===== src/rtl/serial_subtractor_pkg.sv =====
// ---------------------------------------------------------------------------
// serial_sub_pkg
// Shared types and helpers for the bit-serial unsigned subtractor.
//   state_t   : controller state encoding (IDLE, RUN, DONE), 2 bits
//   cnt_width : width of the bit counter, wide enough to hold WIDTH itself
// Optional build macro used by the slice: SERIAL_SUB_SIGNED_OVF_EN.
// ---------------------------------------------------------------------------
package serial_sub_pkg;

    typedef enum logic [1:0] {
        IDLE = 2'd0,
        RUN  = 2'd1,
        DONE = 2'd2
    } state_t;

    // Counter must represent 0..WIDTH without wrapping.
    function automatic int cnt_width(input int width);
        return $clog2(width + 1);
    endfunction

endpackage


===== src/rtl/serial_subtractor_if.sv =====
// ---------------------------------------------------------------------------
// serial_subtractor_if
// Request/result bundle for serial_subtractor.
//   start, x, y        : request side (driven by master)
//   busy, done, diff,
//   borrow [, ovf]     : result side (driven by slave)
// ovf exists only when SERIAL_SUB_SIGNED_OVF_EN is defined.
// ---------------------------------------------------------------------------
interface serial_subtractor_if #(
    parameter int WIDTH = 4
);
    logic             start;
    logic [WIDTH-1:0] x;
    logic [WIDTH-1:0] y;
    logic             busy;
    logic             done;
    logic [WIDTH-1:0] diff;
    logic             borrow;
`ifdef SERIAL_SUB_SIGNED_OVF_EN
    logic             ovf;

    modport master (output start, x, y, input busy, done, diff, borrow, ovf);
    modport slave  (input start, x, y, output busy, done, diff, borrow, ovf);
`else
    modport master (output start, x, y, input busy, done, diff, borrow);
    modport slave  (input start, x, y, output busy, done, diff, borrow);
`endif
endinterface


===== src/rtl/serial_subtractor_cell.sv =====
// ---------------------------------------------------------------------------
// full_subtractor_cell
// Combinational 1-bit full subtractor: a - b - bin.
//   a, b, bin : minuend bit, subtrahend bit, borrow in
//   d, bout   : difference bit, borrow out
// ---------------------------------------------------------------------------
module full_subtractor_cell (
    input  logic a,
    input  logic b,
    input  logic bin,
    output logic d,
    output logic bout
);
    assign d    = a ^ b ^ bin;
    assign bout = (~a & b) | (~a & bin) | (b & bin);
endmodule


===== src/rtl/serial_subtractor.sv =====
// ---------------------------------------------------------------------------
// serial_subtractor
// Bit-serial unsigned subtractor, LSB first: diff = x - y over WIDTH cycles
// using a single full-subtractor cell and a borrow flip-flop.
//   clk  : rising-edge clock
//   rst  : synchronous active-high reset
//   sif  : slave side of serial_subtractor_if (start/x/y in,
//          busy/done/diff/borrow[/ovf] out)
// Build option: define SERIAL_SUB_SIGNED_OVF_EN to add the two's-complement
// overflow flag sif.ovf.
// ---------------------------------------------------------------------------
module serial_subtractor
    import serial_sub_pkg::*;
#(
    parameter int WIDTH = 4
) (
    input logic                clk,
    input logic                rst,
    serial_subtractor_if.slave sif
);
    localparam int            CW       = cnt_width(WIDTH);
    localparam logic [CW-1:0] LAST_BIT = CW'(WIDTH - 1);

    state_t           state_r;
    state_t           state_next_s;
    logic [WIDTH-1:0] a_r;
    logic [WIDTH-1:0] b_r;
    // Upper WIDTH-1 bits of the working difference; the bit that would fall
    // off the LSB end is never needed again.
    logic [WIDTH-2:0] work_r;
    logic [WIDTH-1:0] work_full_s;
    logic [CW-1:0]    cnt_r;
    logic             bin_r;
    logic [WIDTH-1:0] diff_r;
    logic             borrow_r;
    logic             busy_r;
    logic             done_r;
    logic             accept_s;
    logic             last_bit_s;
    logic             d_s;
    logic             bout_s;
`ifdef SERIAL_SUB_SIGNED_OVF_EN
    logic             x_msb_r;
    logic             y_msb_r;
    logic             ovf_r;
`endif

    full_subtractor_cell u_cell (
        .a    (a_r[0]),
        .b    (b_r[0]),
        .bin  (bin_r),
        .d    (d_s),
        .bout (bout_s)
    );

    // Start is only honoured when no operation is running.
    assign accept_s    = sif.start && (state_r != RUN);
    assign last_bit_s  = (cnt_r == LAST_BIT);
    assign work_full_s = {d_s, work_r};

    // Next-state decode for the IDLE/RUN/DONE controller.
    always_comb begin
        state_next_s = state_r;
        case (state_r)
            IDLE: begin
                if (sif.start) begin
                    state_next_s = RUN;
                end else begin
                    state_next_s = IDLE;
                end
            end
            RUN: begin
                if (last_bit_s) begin
                    state_next_s = DONE;
                end else begin
                    state_next_s = RUN;
                end
            end
            DONE: begin
                if (sif.start) begin
                    state_next_s = RUN;
                end else begin
                    state_next_s = IDLE;
                end
            end
            default: state_next_s = IDLE;
        endcase
    end

    // Controller state register plus registered busy/done flags.
    always_ff @(posedge clk) begin
        if (rst) begin
            state_r <= IDLE;
            busy_r  <= 1'b0;
            done_r  <= 1'b0;
        end else begin
            state_r <= state_next_s;
            busy_r  <= (state_next_s == RUN);
            done_r  <= (state_next_s == DONE);
        end
    end

    // Operand capture, serial datapath and result registers.
    always_ff @(posedge clk) begin
        if (rst) begin
            a_r      <= '0;
            b_r      <= '0;
            work_r   <= '0;
            cnt_r    <= '0;
            bin_r    <= 1'b0;
            diff_r   <= '0;
            borrow_r <= 1'b0;
`ifdef SERIAL_SUB_SIGNED_OVF_EN
            x_msb_r  <= 1'b0;
            y_msb_r  <= 1'b0;
            ovf_r    <= 1'b0;
`endif
        end else if (accept_s) begin
            a_r      <= sif.x;
            b_r      <= sif.y;
            cnt_r    <= '0;
            bin_r    <= 1'b0;
`ifdef SERIAL_SUB_SIGNED_OVF_EN
            // Operand MSBs are shifted out during RUN, so keep a copy.
            x_msb_r  <= sif.x[WIDTH-1];
            y_msb_r  <= sif.y[WIDTH-1];
`endif
        end else if (state_r == RUN) begin
            a_r    <= a_r >> 1;
            b_r    <= b_r >> 1;
            work_r <= work_full_s[WIDTH-1:1];
            bin_r  <= bout_s;
            cnt_r  <= cnt_r + CW'(1);
            // Results become visible only as a complete word.
            if (last_bit_s) begin
                diff_r   <= work_full_s;
                borrow_r <= bout_s;
`ifdef SERIAL_SUB_SIGNED_OVF_EN
                // d_s is the MSB of the final difference on this cycle.
                ovf_r    <= (x_msb_r != y_msb_r) && (d_s != x_msb_r);
`endif
            end
        end
    end

    assign sif.busy   = busy_r;
    assign sif.done   = done_r;
    assign sif.diff   = diff_r;
    assign sif.borrow = borrow_r;
`ifdef SERIAL_SUB_SIGNED_OVF_EN
    assign sif.ovf    = ovf_r;
`endif

endmodule

===== src/flat_wrapper.sv =====
// flat-port wrapper written by rule: the top's interface ports become plain ports
module serial_subtractor_flat import serial_sub_pkg::*;
#(
    parameter int WIDTH = 4
)
  (clk, rst, sif_start, sif_x, sif_y, sif_busy, sif_done, sif_diff, sif_borrow);
  serial_subtractor_if #(.WIDTH(WIDTH)) sif_i ();
  input logic clk;
  input logic rst;
  input wire logic [$bits(sif_i.start)-1:0] sif_start;
  input wire logic [$bits(sif_i.x)-1:0] sif_x;
  input wire logic [$bits(sif_i.y)-1:0] sif_y;
  output wire logic [$bits(sif_i.busy)-1:0] sif_busy;
  output wire logic [$bits(sif_i.done)-1:0] sif_done;
  output wire logic [$bits(sif_i.diff)-1:0] sif_diff;
  output wire logic [$bits(sif_i.borrow)-1:0] sif_borrow;
  assign sif_i.start = sif_start;
  assign sif_i.x = sif_x;
  assign sif_i.y = sif_y;
  assign sif_busy = sif_i.busy;
  assign sif_done = sif_i.done;
  assign sif_diff = sif_i.diff;
  assign sif_borrow = sif_i.borrow;
  serial_subtractor #(.WIDTH(WIDTH)) u_core (.clk(clk), .rst(rst), .sif(sif_i));
endmodule

===== config.mk =====
export PLATFORM = sky130hd
export DESIGN_NAME = serial_subtractor_flat
export DESIGN_NICKNAME = d
export VERILOG_FILES = /design/src/rtl/serial_subtractor_pkg.sv /design/src/rtl/serial_subtractor_if.sv /design/src/rtl/serial_subtractor_cell.sv /design/src/rtl/serial_subtractor.sv /design/src/flat_wrapper.sv
export SDC_FILE = /design/constraint.sdc
export NUM_CORES = 1
export LEC_CHECK = 0
export ABC_AREA = 1
export BUFFER_PORTS_ARGS = -buffer_cell sky130_fd_sc_hd__buf_4
export CORE_UTILIZATION = 25
export DETAILED_ROUTE_END_ITERATION = 6
export SYNTH_ARGS = -nofsm -noshare
export SYNTH_HDL_FRONTEND = slang
export SYNTH_SLANG_ARGS = --single-unit

===== constraint.sdc =====
create_clock -name clk -period 1.6 [get_ports clk]
set_input_delay 0.16 -clock clk [delete_from_list [all_inputs] [get_ports clk]]
set_output_delay 0.16 -clock clk [all_outputs]
set_load 0.05 [all_outputs]

; Word level (Yosys, flattened, before mapping)
; Index checks and enable logic that the tools add are counted.
[op_classes]
n_addsub = 1
n_eq_ne = 6
muxes = 7
bitwise = 9
reduce_logical = 7
[ops]
columns = op, n
row1 = 2-to-1 mux 4 bit, 4
row2 = "== test 2 x 1 -> 1 bit, second input constant", 2
row3 = "== test 2 bit, second input constant", 2
row4 = one-hot mux 2 bit (2 select lines), 1
row5 = OR reduction 2 bit, 2
row6 = "adder 3 x 1 -> 3 bit, second input constant", 1
row7 = AND 1 bit, 3
row8 = "== test 3 x 2 -> 1 bit, second input constant", 1
row9 = AND reduction 3 bit, 1
row10 = logical NOT 2 bit, 1
row11 = 2-to-1 mux 2 bit, 1
row12 = "!= test 2 x 1 -> 1 bit, second input constant", 1
row13 = inverter 1 bit, 2
row14 = bitwise OR 1 bit, 2
row15 = AND reduction 2 bit, 1
row16 = nonzero test 2 bit, 1
row17 = XOR 1 bit, 2
row18 = logical AND 1 bit, 1
row19 = 2-to-1 mux 1 bit, 1
[totals]
reg_bits = 24
out_inout_bits = 7
wordCells = 40

; Longest topological paths before layout
[logic_depth]
depth_word = 4
mapped_depth = 8
depth_no_buf = 8

; By module
; From an unflattened synthesis, not the netlist that was laid out.
[hier_totals]
cells_unflattened = 128
area_unflattened_um2 = 1018.5
[modules_own_cells]
columns = module, instances, cells_each, area_each_um2
row1 = serial_subtractor, 1, 125, 991.0
row2 = full_subtractor_cell, 1, 3, 27.5

; Worst setup path before layout
; No wires, ideal clock.
[synth_timing]
path_kind = reg2reg
startpoint = reg u_core.cnt_r[0]
endpoint = reg u_core.cnt_r[2]
setup_time_ps = 71
t_arrival_ps = 1121
required_ps = 1529
slack_ps = 408
stages_incl_launch_ff = 5
n_path_buf = 0
synth_period_minus_slack_ps = 1192
cell_sequence = dfxtp_1 -> ha_1 -> ha_1 -> or2_2 -> a21oi_1
[synth_between]
elab_chain_len = 1
[synth_lines]
columns = item, line
row1 = from (decl), serial_subtractor.sv:32  ; logic [CW-1:0] cnt_r;
row2 = from (signal assigned), serial_subtractor.sv:133  ; cnt_r <= cnt_r + CW'(1);
row3 = adder 3 x 1 -> 3 bit, serial_subtractor.sv:133
; Every way passes these cells.
; A chain may end at the register's enable or synchronous reset.

; Worst setup path in the final report
; Same ends and word-level chain as after synthesis.

==> impl_metrics.yaml <==
status:
  status: "completed"
timing:
  tightest_slew_ps: 420
  hold_viol: 0
  relSlewSlack_pct: 71.7
  setup_viol: 0
  fmax_mhz: 795
  period_needed_ps: 1260
  finalCritPeriodShare_pct: 78.6
  fin_tns_setup_ps: 0
  skew_ps: 1.55
  drv_slew: 0
  rsz0062_at_grt: "no"
die:
  die_x_um: 65.9
  num_io_pins: 18
  start_util_pct: 26.8
  design.die.area_sq_mm: 0.00434
  core_sq_mm: 0.00380
  rows: 22
  die_h_um: 65.9
routing:
  post_drt_wl_per_cell_um: 9.68
  drc_errors: 0
  dr.first_iter.drc_count: 41
  first_pass_iters: 5
  ant_nets: 0
  vias_per_cell: 4.36
  routed_wl_mm: 1.92
  vias: 863
synth:
  synth.area.top_cells: "dfxtp_1, nand2_1, nand3_1"
  synth.largest_area_cell: "dfxtp_1"
  syn_inst: 131
  synth_seq_area_share_pct: 47.1
  ys_types: 18
  syn_nets: 145
  yosys.area.top_type_share_pct: 47.1
  ys_ff_latch: 24
  yosys_warnings: 0
  synth.avg_cell_area_sq_um: 7.78
  syn-cell-area_sq_mm: 0.00102
clock_tree:
  clk_pin_slew_worst_paths_ps: 80
  cts.sinks: 24
  htree_levels: 1
  clk_path_buf_depth: 2
  cts_inserted_buffers: 3
  cts_hold_buffers: 0
  postCtsSetupBuffers: 0
  cts_tree: "built"
  cts_resized: 0
  root_buffer: "clkbuf_8"
  worstSkewPairLatency_ps: 260
worst_setup_path:
  critPathKind: "reg -> reg"
  worstPathRequired_ps: 1790
  end_kind: "register"
  path_max_fanout: 2
  cp.arrival_ps: 1450
  startpoint_type: "register"
pwr:
  vdd.ir_drop.worst_mv: 0.590
  leakage_nw: 0.589
  powerDensity_mw_per_mm2: 916
final_layout:
  layout_commonest_cell: "nand2_1"
  fin_nets: 166
  diodes: 0
  drive_gt1_share_pct: 20.7
  area_growth_syn_to_layout_pct: 20.2
  final_area_sq_mm: 0.00123
  final_cell_mix: "nand2_1, dfxtp_1, nand3_1"
placed_design:
  io_buffers: 17
  dpl.hpwl_mm: 1.39
  placed_area_sq_mm: 0.00118
  gp_congestion: 0.701
global_route:
  grt_pass1_vias: 847
  antenna_found_initial: 0
  grt_pass1_wl_mm: 3.42
  gr-total-overflow: 0
  grt_util_all_layers_pct: 10.1
  grt_max_degree: 13
run:
  cap_violations: 0
hold_path:
  hold_class: "in -> reg"
-- synthesized netlist by cell type, drive strengths merged --
| library cell | n |
|---|---|
| or2 | 1 |
| buf | 4 |
| o21ai | 5 |
| clkbuf | 1 |
| xor2 | 1 |
| nor2 | 11 |
| dfxtp | 24 |
| fa | 1 |
| nand3 | 23 |
| a21oi | 8 |
| ha | 2 |
| nand2 | 32 |
| inv | 18 |
-- where the power goes --
part	switching [mW]	total [mW]	internal, mW
registers	0.0150	0.638	0.623
clock network	0.176	0.344	0.168
logic	0.0821	0.141	0.0593
-- cell families (layout without fill, tap and decap cells) --
family                     count (synthesis)  in the layout  share of synthesized area, %
xor gates and xnor gates                   1              1                         0.859
DFF                                       24             24                          47.1
adders and majority gates                  3              3                          4.42
and+or+nand+nor                           67             67                          29.4
AOI/OAI and AO/OA                         13             13                          6.38
buffers and inverters                     23             42                          11.8
-- metal layers --
| layer | wire length (um) | vias up | GRT usage [%] |
|---|---|---|---|
| met4 | 15 | 0 | 1.63 |
| met2 | 875 | 19 | 17.9 |
| li1 | - | 451 | - |
| met3 | 106 | 2 | 3.62 |
| met1 | 919 | 391 | 11.8 |
| met5 | 0 | - | 0 |
-- area by class of cell --
type / count / area (sq um)
fillers: 427 / 2570
multi-input cells: 84 / 419
inverters: 18 / 67.6
clock buffers: 3 / 41.3
flip-flops and latches: 24 / 480
well taps: 48 / 60.1
repair buffers: 21 / 158
-- sequential cells by signal (all words and copies together) (netlist names) --
register           count
u_core.a_r             4
u_core.b_r             4
u_core.sif.diff        4
u_core.cnt_r           3
u_core.work_r          3
u_core.state_r         2
u_core.bin_r           1
u_core.sif.borrow      1
u_core.sif.busy        1
u_core.sif.done        1
-- worst max-delay path, stage by stage (launching register included) --
cell,delay [ps]
dfxtp_1,330
ha_1,190
ha_1,260
or2_2,300
a21oi_1,110
-- stage by stage --
step	std cells	hold WS (ps)	utilization [%]	power, mW	worst slack (ps)
3_5_place_dp	195	360	31.2	0.794	370
3_3_place_gp	195	362	31.2	0.794	373
5_1_grt	198	72.3	32.3	1.19	232
4_1_cts	198	78.4	32.3	1.14	335
6_report	198	82.6	32.3	1.12	343
2_1_floorplan	131	229	-	0.754	408
-- path summary, 6_finish.rpt --
| kind | start | endpoint | slack (ps) | cells past startpoint |
|---|---|---|---|---|
| setup reg to reg | u_core.cnt_r[0]$_SDFFE_PP0P_ | u_core.cnt_r[2]$_SDFFE_PP0P_ | 340 | 4 |
| hold reg to reg | u_core.a_r[3]$_SDFFE_PP0P_ | u_core.a_r[3]$_SDFFE_PP0P_ | 460 | 2 |
| hold / removal | rst | u_core.sif.busy$_SDFF_PP0_ | 80 | 2 |
| setup / recovery | u_core.cnt_r[0]$_SDFFE_PP0P_ | u_core.cnt_r[2]$_SDFFE_PP0P_ | 340 | 4 |
Note: power is estimated with default switching activity, not from simulation.
